[config.mk]
export PLATFORM = sky130hd
export DESIGN_NAME = vector_ldst_unit
export DESIGN_NICKNAME = d
export VERILOG_FILES = /design/src/rtl/cvp14_pkg.sv /design/src/rtl/ldst_addr_gen.sv /design/src/rtl/vector_ldst_unit.sv
export SDC_FILE = /design/constraint.sdc
export NUM_CORES = 1
export LEC_CHECK = 0
export BUFFER_PORTS_ARGS = -buffer_cell sky130_fd_sc_hd__buf_4
export CAP_MARGIN = 40
export CORE_AREA = 3 3 228 230
export CTS_BUF_LIST = sky130_fd_sc_hd__clkbuf_8
export DETAILED_ROUTE_END_ITERATION = 12
export DIE_AREA = 0 0 231 233
export GPL_TIMING_DRIVEN = 0
export HOLD_SLACK_MARGIN = 0.05
export MAX_ROUTING_LAYER = met4
export PLACE_DENSITY = 0.74
export SLEW_MARGIN = 30
export SYNTH_ARGS = -nofsm -noshare
export SYNTH_HDL_FRONTEND = slang
export SYNTH_HIERARCHICAL = 1
export SYNTH_SLANG_ARGS = --single-unit
export TNS_END_PERCENT = 1
[constraint.sdc]
create_clock -name clk -period 4.85 [get_ports clk]
set_input_delay 0.485 -clock clk [delete_from_list [all_inputs] [get_ports clk]]
set_output_delay 0.485 -clock clk [all_outputs]
set_load 0.01 [all_outputs]
[src/rtl/cvp14_pkg.sv]
// Shared CVP14 definitions used by the vector load/store path.
//   - Opcode encodings for VLD and VST.
//   - Vector geometry: VEC_W bits made of NUM_ELEMS elements of ELEM_W bits.
//   - ldst_state_t: sequencer states of vector_ldst_unit.
//   - elem_lsb(): bit offset of element i inside a packed vector.
package cvp14_pkg;

    localparam logic [3:0] VLD = 4'b0100;
    localparam logic [3:0] VST = 4'b0101;

    localparam int VEC_W     = 256;
    localparam int ELEM_W    = 16;
    localparam int NUM_ELEMS = 16;

    typedef enum logic [2:0] {
        IDLE    = 3'd0,
        LOAD    = 3'd1,
        LD_LAST = 3'd2,
        STORE   = 3'd3,
        DONE    = 3'd4
    } ldst_state_t;

    // Element i lives at bits [ELEM_W*i + ELEM_W-1 : ELEM_W*i].
    function automatic int elem_lsb(input int i);
        return i * ELEM_W;
    endfunction

endpackage

[src/rtl/ldst_addr_gen.sv]
// Element index counter and word address generator for vector transfers.
// Ports:
//   clk, rst  - clock, asynchronous active-low reset
//   load      - capture base_in, restart at element 0 (addr = base_in)
//   step      - advance to the next element (idx wraps to 0 after the last)
//   base_in   - starting word address
//   idx       - current element index
//   addr      - registered base + idx, modulo 2^ADDR_W
//   last      - idx is the final element of the transfer
module ldst_addr_gen #(
    parameter int NUM_ELEMS = 16,
    parameter int ADDR_W    = 16,
    localparam int IDX_W    = (NUM_ELEMS > 1) ? $clog2(NUM_ELEMS) : 1
) (
    input  logic              clk,
    input  logic              rst,
    input  logic              load,
    input  logic              step,
    input  logic [ADDR_W-1:0] base_in,
    output logic [IDX_W-1:0]  idx,
    output logic [ADDR_W-1:0] addr,
    output logic              last
);

    logic [ADDR_W-1:0] base_q;
    logic [IDX_W-1:0]  idx_nxt;

    assign last    = (idx == IDX_W'(NUM_ELEMS - 1));
    assign idx_nxt = last ? '0 : idx + 1'b1;

    // The address is registered one step ahead of use so the RAM address
    // presented in the cycle of element idx is already base + idx.
    // The ADDR_W-bit adder drops the carry, giving the modulo wrap.
    always_ff @(posedge clk or negedge rst) begin
        if (!rst) begin
            base_q <= '0;
            idx    <= '0;
            addr   <= '0;
        end else if (load) begin
            base_q <= base_in;
            idx    <= '0;
            addr   <= base_in;
        end else if (step) begin
            idx    <= idx_nxt;
            addr   <= base_q + ADDR_W'(idx_nxt);
        end
    end

endmodule

[src/rtl/vector_ldst_unit.sv]
// Multi-cycle sequencer for VLD / VST between decode and the data RAM.
//   VLD: reads NUM_ELEMS consecutive words starting at base_addr and writes
//        the assembled vector to vector register vdst.
//   VST: writes the NUM_ELEMS elements of st_data to consecutive words.
// Ports:
//   clk, rst          - clock, asynchronous active-low reset
//   start, is_store, base_addr, vdst, st_data
//                     - request from decode, sampled only in IDLE
//   mem_addr, mem_rd, mem_wr, mem_wdata, mem_rdata
//                     - RAM interface; mem_rdata valid one cycle after mem_rd
//   vrf_wr_en, vrf_wr_dst, vrf_wr_data
//                     - vector register file write port (loads only)
//   busy              - high whenever not IDLE; decode stalls on it
//   done              - one-cycle completion pulse
// Every output is a register.
module vector_ldst_unit #(
    parameter int NUM_ELEMS = 16,
    parameter int DATA_W    = 16,
    parameter int ADDR_W    = 16,
    localparam int IDX_W    = (NUM_ELEMS > 1) ? $clog2(NUM_ELEMS) : 1
) (
    input  logic                        clk,
    input  logic                        rst,
    input  logic                        start,
    input  logic                        is_store,
    input  logic [ADDR_W-1:0]           base_addr,
    input  logic [2:0]                  vdst,
    input  logic [NUM_ELEMS*DATA_W-1:0] st_data,
    output logic [ADDR_W-1:0]           mem_addr,
    output logic                        mem_rd,
    output logic                        mem_wr,
    output logic [DATA_W-1:0]           mem_wdata,
    input  logic [DATA_W-1:0]           mem_rdata,
    output logic                        vrf_wr_en,
    output logic [2:0]                  vrf_wr_dst,
    output logic [NUM_ELEMS*DATA_W-1:0] vrf_wr_data,
    output logic                        busy,
    output logic                        done
);

    import cvp14_pkg::*;

    ldst_state_t                      state;
    logic [NUM_ELEMS-1:0][DATA_W-1:0] st_q;
    logic [NUM_ELEMS-1:0][DATA_W-1:0] vec_q;
    logic [2:0]                       vdst_q;

    logic [IDX_W-1:0] idx;
    logic             last;
    logic             gen_load;
    logic             gen_step;

    assign gen_load = (state == IDLE) && start;
    assign gen_step = (state == LOAD) || (state == STORE);

    ldst_addr_gen #(
        .NUM_ELEMS (NUM_ELEMS),
        .ADDR_W    (ADDR_W)
    ) u_addr_gen (
        .clk     (clk),
        .rst     (rst),
        .load    (gen_load),
        .step    (gen_step),
        .base_in (base_addr),
        .idx     (idx),
        .addr    (mem_addr),
        .last    (last)
    );

    // The assembly register doubles as the write-data output so the last
    // loaded vector stays visible between operations.
    assign vrf_wr_data = vec_q;

    always_ff @(posedge clk or negedge rst) begin
        if (!rst) begin
            state      <= IDLE;
            st_q       <= '0;
            vec_q      <= '0;
            vdst_q     <= '0;
            mem_rd     <= 1'b0;
            mem_wr     <= 1'b0;
            mem_wdata  <= '0;
            vrf_wr_en  <= 1'b0;
            vrf_wr_dst <= '0;
            busy       <= 1'b0;
            done       <= 1'b0;
        end else begin
            done      <= 1'b0;
            vrf_wr_en <= 1'b0;
            case (state)
                IDLE: begin
                    if (start) begin
                        vdst_q <= vdst;
                        st_q   <= st_data;
                        busy   <= 1'b1;
                        if (is_store) begin
                            state     <= STORE;
                            mem_wr    <= 1'b1;
                            mem_wdata <= st_data[DATA_W-1:0];
                        end else begin
                            state  <= LOAD;
                            mem_rd <= 1'b1;
                        end
                    end
                end
                LOAD: begin
                    // Read data trails the read strobe by one cycle, so this
                    // cycle's mem_rdata belongs to the previous element.
                    if (idx != '0)
                        vec_q[idx - 1'b1] <= mem_rdata;
                    if (last) begin
                        state  <= LD_LAST;
                        mem_rd <= 1'b0;
                    end
                end
                LD_LAST: begin
                    vec_q[NUM_ELEMS-1] <= mem_rdata;
                    state      <= DONE;
                    done       <= 1'b1;
                    vrf_wr_en  <= 1'b1;
                    vrf_wr_dst <= vdst_q;
                end
                STORE: begin
                    if (last) begin
                        state     <= DONE;
                        mem_wr    <= 1'b0;
                        mem_wdata <= '0;
                        done      <= 1'b1;
                    end else begin
                        // Data is staged one element ahead, like the address.
                        mem_wdata <= st_q[idx + 1'b1];
                    end
                end
                DONE: begin
                    state <= IDLE;
                    busy  <= 1'b0;
                end
                default: begin
                    state  <= IDLE;
                    busy   <= 1'b0;
                    mem_rd <= 1'b0;
                    mem_wr <= 1'b0;
                end
            endcase
        end
    end

endmodule

# Word-level counts from Yosys, hierarchy flattened
# Cells that the tools add are included.
op_classes:
  n_eq_ne: 11
  add_sub_neg: 3
  reduce_logical: 19
  bitwise_logic: 3
  mux: 33
  order_cmp: 3
ops:
  columns: ["operator", "count"]
  rows:
  - ["$bwmux W256", 1]
  - ["$mux W256", 1]
  - ["$mux W16", 7]
  - ["$bmux W16 S4", 1]
  - ["$demux W16 S4", 1]
  - ["$pmux W16 S2", 2]
  - ["$add A16 B4 Y16", 1]
  - ["$mux W4", 3]
  - ["$pmux W3 S4", 1]
  - ["$lt A4 B5 Y1 const B", 2]
  - ["$mux W3", 3]
  - ["$reduce_or A3 Y1", 3]
  - ["$mux W1", 8]
  - ["$reduce_and A2 Y1", 4]
  - ["$reduce_and A4 Y1", 2]
  - ["$eq A3 B2 Y1 const B", 2]
  - ["$ne A2 B1 Y1 const B", 3]
  - ["$ne A2 B2 Y1 const B", 3]
  - ["$pmux W1 S3", 2]
  - ["$reduce_and A3 Y1", 2]
  - ["$reduce_bool A2 Y1", 3]
  - ["$add A4 B1 Y4 const B", 1]
  - ["$eq A4 B4 Y1 const B", 1]
  - ["$ge A4 B1 Y1 const B", 1]
  - ["other kinds (10)", 14]
totals:
  inputBits: 295
  out_inout_bits: 296
  regBits: 578
  wordCells: 116

# Depth between registers and ports, before layout
depth:
  word_depth: 8
  mapped_depth: 12

# Cells and area by module
# The synthesis kept the hierarchy.
by_module_without_submodules:
  columns: ["mod", "area_each_um2", "seq_area_each_um2", "cells_per_inst", "n_inst"]
  rows:
  - ["vector_ldst_unit", 22791.9, 13563.0, 1393, 1]
  - ["ldst_addr_gen", 2010.7, 900.9, 205, 1]

# Least setup slack after synthesis
# OpenSTA, ideal clock, no wires.
synth_timing:
  path_type: "register to register"
  from: "register u_addr_gen.idx[0]"
  to: "register mem_wdata[0]"
  setup_time_ps: 121
  path_buffers: 6
  path_stages_with_launch: 13
  slack_ps: 1394
  period_less_slack_ps: 3456
  t_arrival_ps: 3335
  path_cell_list: "dfrtp_1 buf_6 buf_2 inv_2 buf_1 ha_1 buf_2 buf_2 buf_1 mux4_2 mux2i_1 o22ai_1 o22a_1"
synth_between:
  elab_chain_len: 5
  elab_cells_between_ends: 6
synth_rtl:
  columns: ["item", "line", "rtl"]
  rows:
  - ["start: declaration", "ldst_addr_gen.sv:20", "output logic [IDX_W-1:0] idx,"]
  - ["start signal: assignment", "ldst_addr_gen.sv:44", "idx <= idx_nxt;"]
  - ["$add A4 B1 Y4", "vector_ldst_unit.sv:131", "mem_wdata <= st_q[idx + 1'b1];"]
  - ["$bmux W16 S4", "vector_ldst_unit.sv:131", null]
  - ["$mux W16 (not written as such)", "vector_ldst_unit.sv:131", null]
  - ["$mux W16 *", "vector_ldst_unit.sv:124", "if (last) begin"]
  - ["$pmux W16 S2 *", "vector_ldst_unit.sv:90", "case (state)"]
  - ["end signal: assignment", "vector_ldst_unit.sv:99", "mem_wdata <= st_data[DATA_W-1:0];"]
  - ["end signal: assignment", "vector_ldst_unit.sv:131", null]
  - ["end: declaration", "vector_ldst_unit.sv:32", "output logic [DATA_W-1:0] mem_wdata,"]
# Mark *: on every way between the ends. The rest lies on a longest branch, timed or not. The select of a mux whose other input is x is not followed.
# A chain may end at the register's enable or synchronous reset.

# Worst setup path in the final report
layout_timing:
  from: "register u_addr_gen.idx[0]"
  to: "register mem_wdata[12]"
# Same word-level chain as after synthesis.

==> results.txt <==
- The run finished with clean final reports.
* Compound-Gate Fraction of Synth Area: 3.03%
- Global-route wire length before repair: ~120 mm
- Worst Hold Path EP: vrf_wr_data[239]
- Fmax: roughly 0.22 GHz
* Final net count: 2879
* Post-Route Skew: ~0.026 ns
- Using the TritonRoute via totals, the vias-per-cell ratio works out to about 5.5.
- The critical path goes through buf_6 > buf_2 > inv_2 > buf_1 > ha_1 > buf_2 > buf_2 > clkbuf_2 > mux4_2 > mux2i_1 > o22ai_1 > o22a_1.
* Cell with the most instances after synthesis: sky130_fd_sc_hd__dfrtp_1
- Most used cell along the critical path: sky130_fd_sc_hd__buf_2
- After synthesis, the netlist uses 69 different library cells.
- Of the total synthesized cell area, the portion taken by AND, OR, NAND and NOR gates is 3.28%.
- At the end of routability-driven placement, the weighted congestion stood at 0.860.
- Relative to the synthesized area, the layout overhead comes to 41.1%.
- By area, the combinational part of the netlist is dominated by multiplexers.
- Post-Place Cells: around 2900
- Maximum number of pins on one net before global-route repair: approximately 90
- For met1 alone, demand over resource in global routing was 34.6%.
- Setup total negative slack on the finished layout was measured at 0 ns.
- Area used by sequential logic in the layout: 14500 µm²
- Post-Syn Area: 24800 µm²
- Critical-path cell with the highest stage delay: sky130_fd_sc_hd__dfrtp_1
- Global routing consumed, on the met3 layer, between 6 and 7% of the routing resources.
- The tightest min-delay check is of the in -> reg type.
- Tot GR Track Use: 30.2%
- Congestion Overflow GR: 0
- Filler Cell Count: between 3000 and 4000
- The die covers 53800 µm².
- TritonCTS built the clock tree.
- The number of buffers and inverters on the critical path is 7.
* Post-Syn Nets: 1904
- Top-area cell type share of the netlist area: 58.3%
- Once layout is complete, the cells apart from fillers number approximately 3300.
- 591 I/O pins were placed.
- Max-cap violations in this run came to 0.
* Pwr Density: 694 nW/µm²
- In the post-synthesis netlist, the biggest area contributors are sky130_fd_sc_hd__dfrtp_1 58%, sky130_fd_sc_hd__mux2_2 21%, sky130_fd_sc_hd__mux4_2 5.8%, sky130_fd_sc_hd__mux2_4 2.4%, sky130_fd_sc_hd__mux2i_1 1.7%.
- The analysis attributes to cell leakage a power of between 15 and 20 nW.
* Reg clk slew, reported paths: roughly 0.06 ns
- From bottom edge to top edge, the die measures 233 µm.
- In the synthesized netlist the dominant register cell turns out to be sky130_fd_sc_hd__dfrtp_1.
- DP HPWL: 55.8 mm
* Die X: 231 µm
- In this run, synthesis inferred 0 flip-flops with an integrated enable.
* Sequential cell area fraction in the yosys report: between 50% and 60%
- Maximum vdd drop: roughly 0.37 mV
- In the final layout, the multi-input gates occupy 9740 µm².
- FF-to-FF Start: u_addr_gen/idx[0]
* Number of synthesis warnings: 6
- The synthesized netlist devotes 0.631% of its cell area to adder and majority cells.
- Final Hold Viols: 0
* Post-synth top area cell: sky130_fd_sc_hd__dfrtp_1
- The number of setup buffers added after CTS is 0.
- Clock buffer count from CTS: between 90 and 100
- Proportion of layout cells with a drive suffix above 1: 53.1%
* Total Routed Length: 79.9 mm
- Unrepaired setup endpoints after global routing: false
- The clock net in this run drives a total of slightly below 600 sinks.
- Pre-Repair DR Iteration Count: 5
- In the synthesized netlist, mux cells make up 31.9% of the area.
- Pin slew with the least headroom to its limit: 0.861 ns
- STA classifies the critical path endpoint as a register.
- Of the available clock period, the critical path in the final layout requires 93.0%.
* Maximum net fanout on the critical path: 10
* Flip-flop and latch count after synthesis: roughly 580
- By count the netlist is led by 578 x sky130_fd_sc_hd__dfrtp_1, 471 x sky130_fd_sc_hd__mux2_2, 67 x sky130_fd_sc_hd__nand2_1.
* Reg-to-Reg End: mem_wdata[12]
- Port Buf Inserts: 590
- Standard cell core area: 50100 µm²
- Across all layers, the routed design uses 18154 vias.
* XOR/XNOR share of the synthesized area: 0.424%
- Clock tree root buffer cell: sky130_fd_sc_hd__clkbuf_8
- For this run, design rule violations remaining after detail routing come to 0.
* Starting DRC count in detailed routing: around 1000
- The largest single stage delay on the critical path is 0.54 ns.
- Max-slew violations: 0
- Async set-or-reset flop fraction in the synthesized netlist: 100%
* Worst skew pair latency: between 0.6 and 0.7 ns
- Final worst path period need: 4.51 ns
- STA puts the critical path data required time at roughly 5.4 ns.
- Gate family responsible for the most delay along the worst path: buffers and inverters
* Path depth of the worst reg2reg path: 12
- Antenna violation net count after detailed routing: 0
- The via count of the first global-routing pass was 19700.
- Number of placement rows: between 80 and 90
* Startpoint of the worst hold path: mem_rdata[15]
- In the final routed layout, each cell accounts on average for around 24 µm.
- Initial antenna violation count: 13
- Data arrival at the endpoint of the critical path: 5.08 ns
- The worst hold path was traced through 2 stages.
- Counting every instance in the synthesized netlist gives 1598.
- Average footprint of a synthesized cell: 15.5 µm²
- Starting utilization of the core area: between 40 and 50%
* Global-route layer with the greatest usage: met2
- Crit Path Category: reg -> reg
- Slew margin rel.: 42.6%
- The worst setup path is launched from a register.
- R2R Setup Slk: 0.34 ns
- The H-tree was split into 3 levels.
- Final setup fails: 0
* GRT met2 Usage: 51.2%
- The clock passes through at most 3 buffers.
## state kept, by name, indices dropped and copies added, names as in the netlist
name and cells:
u_addr_gen/idx 4, vrf_wr_dst 3, u_addr_gen/base_q 16, mem_wdata 16, u_addr_gen/addr 16, busy 1
mem_wr 1, vrf_wr_en 1, state 3, vrf_wr_data 256, mem_rd 1, done 1
st_q 256, vdst_q 3
## where the power goes
part           leakage [nW]  switching (mW)  total, mW  internal, mW
registers              6.94            1.51       8.77          7.25
logic                  8.09            5.32       11.3          6.01
clock network          1.08            1.94       4.19          2.25
## routing by layer
metal | vias to the layer above | wire [µm]
met3 | 212 | 5210
met4 | 0 | 3640
li1 | 7807 | -
met2 | 795 | 40700
met1 | 9340 | 30400
met5 | - | 0
## how the worst max path moves through the flow
stage,start,end,slack (ns),cells after the start
3_3_place_gp,rst,st_q[171],-2.75,1
3_5_place_dp,u_addr_gen/idx[0],mem_wdata[12],0.05,12
2_1_floorplan,u_addr_gen/idx[0],mem_wdata[0],1.39,12
5_1_grt,u_addr_gen/idx[0],mem_wdata[12],0.13,12
4_1_cts,u_addr_gen/idx[0],mem_wdata[12],0.08,12
6_report,u_addr_gen/idx[0],mem_wdata[12],0.34,12
## worst reg2reg max path: stages (launching register included)
cell                       delay (ns)
sky130_fd_sc_hd__dfrtp_1         0.54
sky130_fd_sc_hd__buf_6           0.23
sky130_fd_sc_hd__buf_2           0.39
sky130_fd_sc_hd__inv_2           0.23
sky130_fd_sc_hd__buf_1           0.26
sky130_fd_sc_hd__ha_1            0.38
sky130_fd_sc_hd__buf_2           0.35
sky130_fd_sc_hd__buf_2           0.43
sky130_fd_sc_hd__clkbuf_2        0.44
sky130_fd_sc_hd__mux4_2          0.40
sky130_fd_sc_hd__mux2i_1         0.46
sky130_fd_sc_hd__o22ai_1         0.14
sky130_fd_sc_hd__o22a_1          0.17
## cells by family after synthesis
group | count (synthesis)
AO/OA/AOI/OAI | 98
multiplexers | 630
buffers and inverters | 117
XOR/XNOR | 12
adder cells (fa/ha/maj) | 12
flip-flops | 578
AND/OR/NAND/NOR | 151
## timing repair
item,CTS,global route
gates resized for setup,0,1
hold buffers,282,0
setup endpoints to repair,0,9
endpoints found under the hold margin,375,0
## cells in the final DEF, fill, tap and decap left out, types with 34 or more instances in the layout
| cell | count |
|---|---|
| sky130_fd_sc_hd__buf_2 | 34 |
| sky130_fd_sc_hd__mux2i_1 | 41 |
| sky130_fd_sc_hd__mux2_4 | 40 |
| sky130_fd_sc_hd__clkbuf_8 | 119 |
| sky130_fd_sc_hd__inv_1 | 45 |
| sky130_fd_sc_hd__dfrtp_1 | 578 |
| sky130_fd_sc_hd__mux2_2 | 471 |
| sky130_fd_sc_hd__buf_4 | 601 |
| sky130_fd_sc_hd__dlygate4sd3_1 | 282 |
| sky130_fd_sc_hd__nand2_1 | 67 |
| sky130_fd_sc_hd__clkbuf_1 | 35 |
| sky130_fd_sc_hd__mux4_2 | 64 |
## area by class of cell
type / instances / area share (%)
antenna: 14 / 0.100
clock inverter: 44 / 0.644
inverter: 20 / 0.215
clock buffer: 119 / 4.68
timing repair buffer: 880 / 21.3
buffer: 97 / 1.50
sequential: 578 / 41.3
tap: 672 / 2.40
multi-input combinational: 903 / 27.8
## stage by stage
| step | area [µm²] | setup WS, ns | hold slack, ns | util (%) | power [mW] |
|---|---|---|---|---|---|
| after detailed placement | 30300 | 0.0460 | 0.476 | 60.4 | 19.8 |
| after CTS | 34900 | 0.0763 | 0.0501 | 69.8 | 24.2 |
| final | 35000 | 0.340 | 0.120 | 69.9 | 24.3 |
| after global placement | 30100 | -2.75 | 0.470 | 60.1 | 19.4 |
| after global routing | 35000 | 0.129 | 0.0849 | 69.9 | 25.5 |
| after floorplan | 24800 | 1.39 | 0.189 | - | 15.1 |
(Power assumes the default switching activity.)
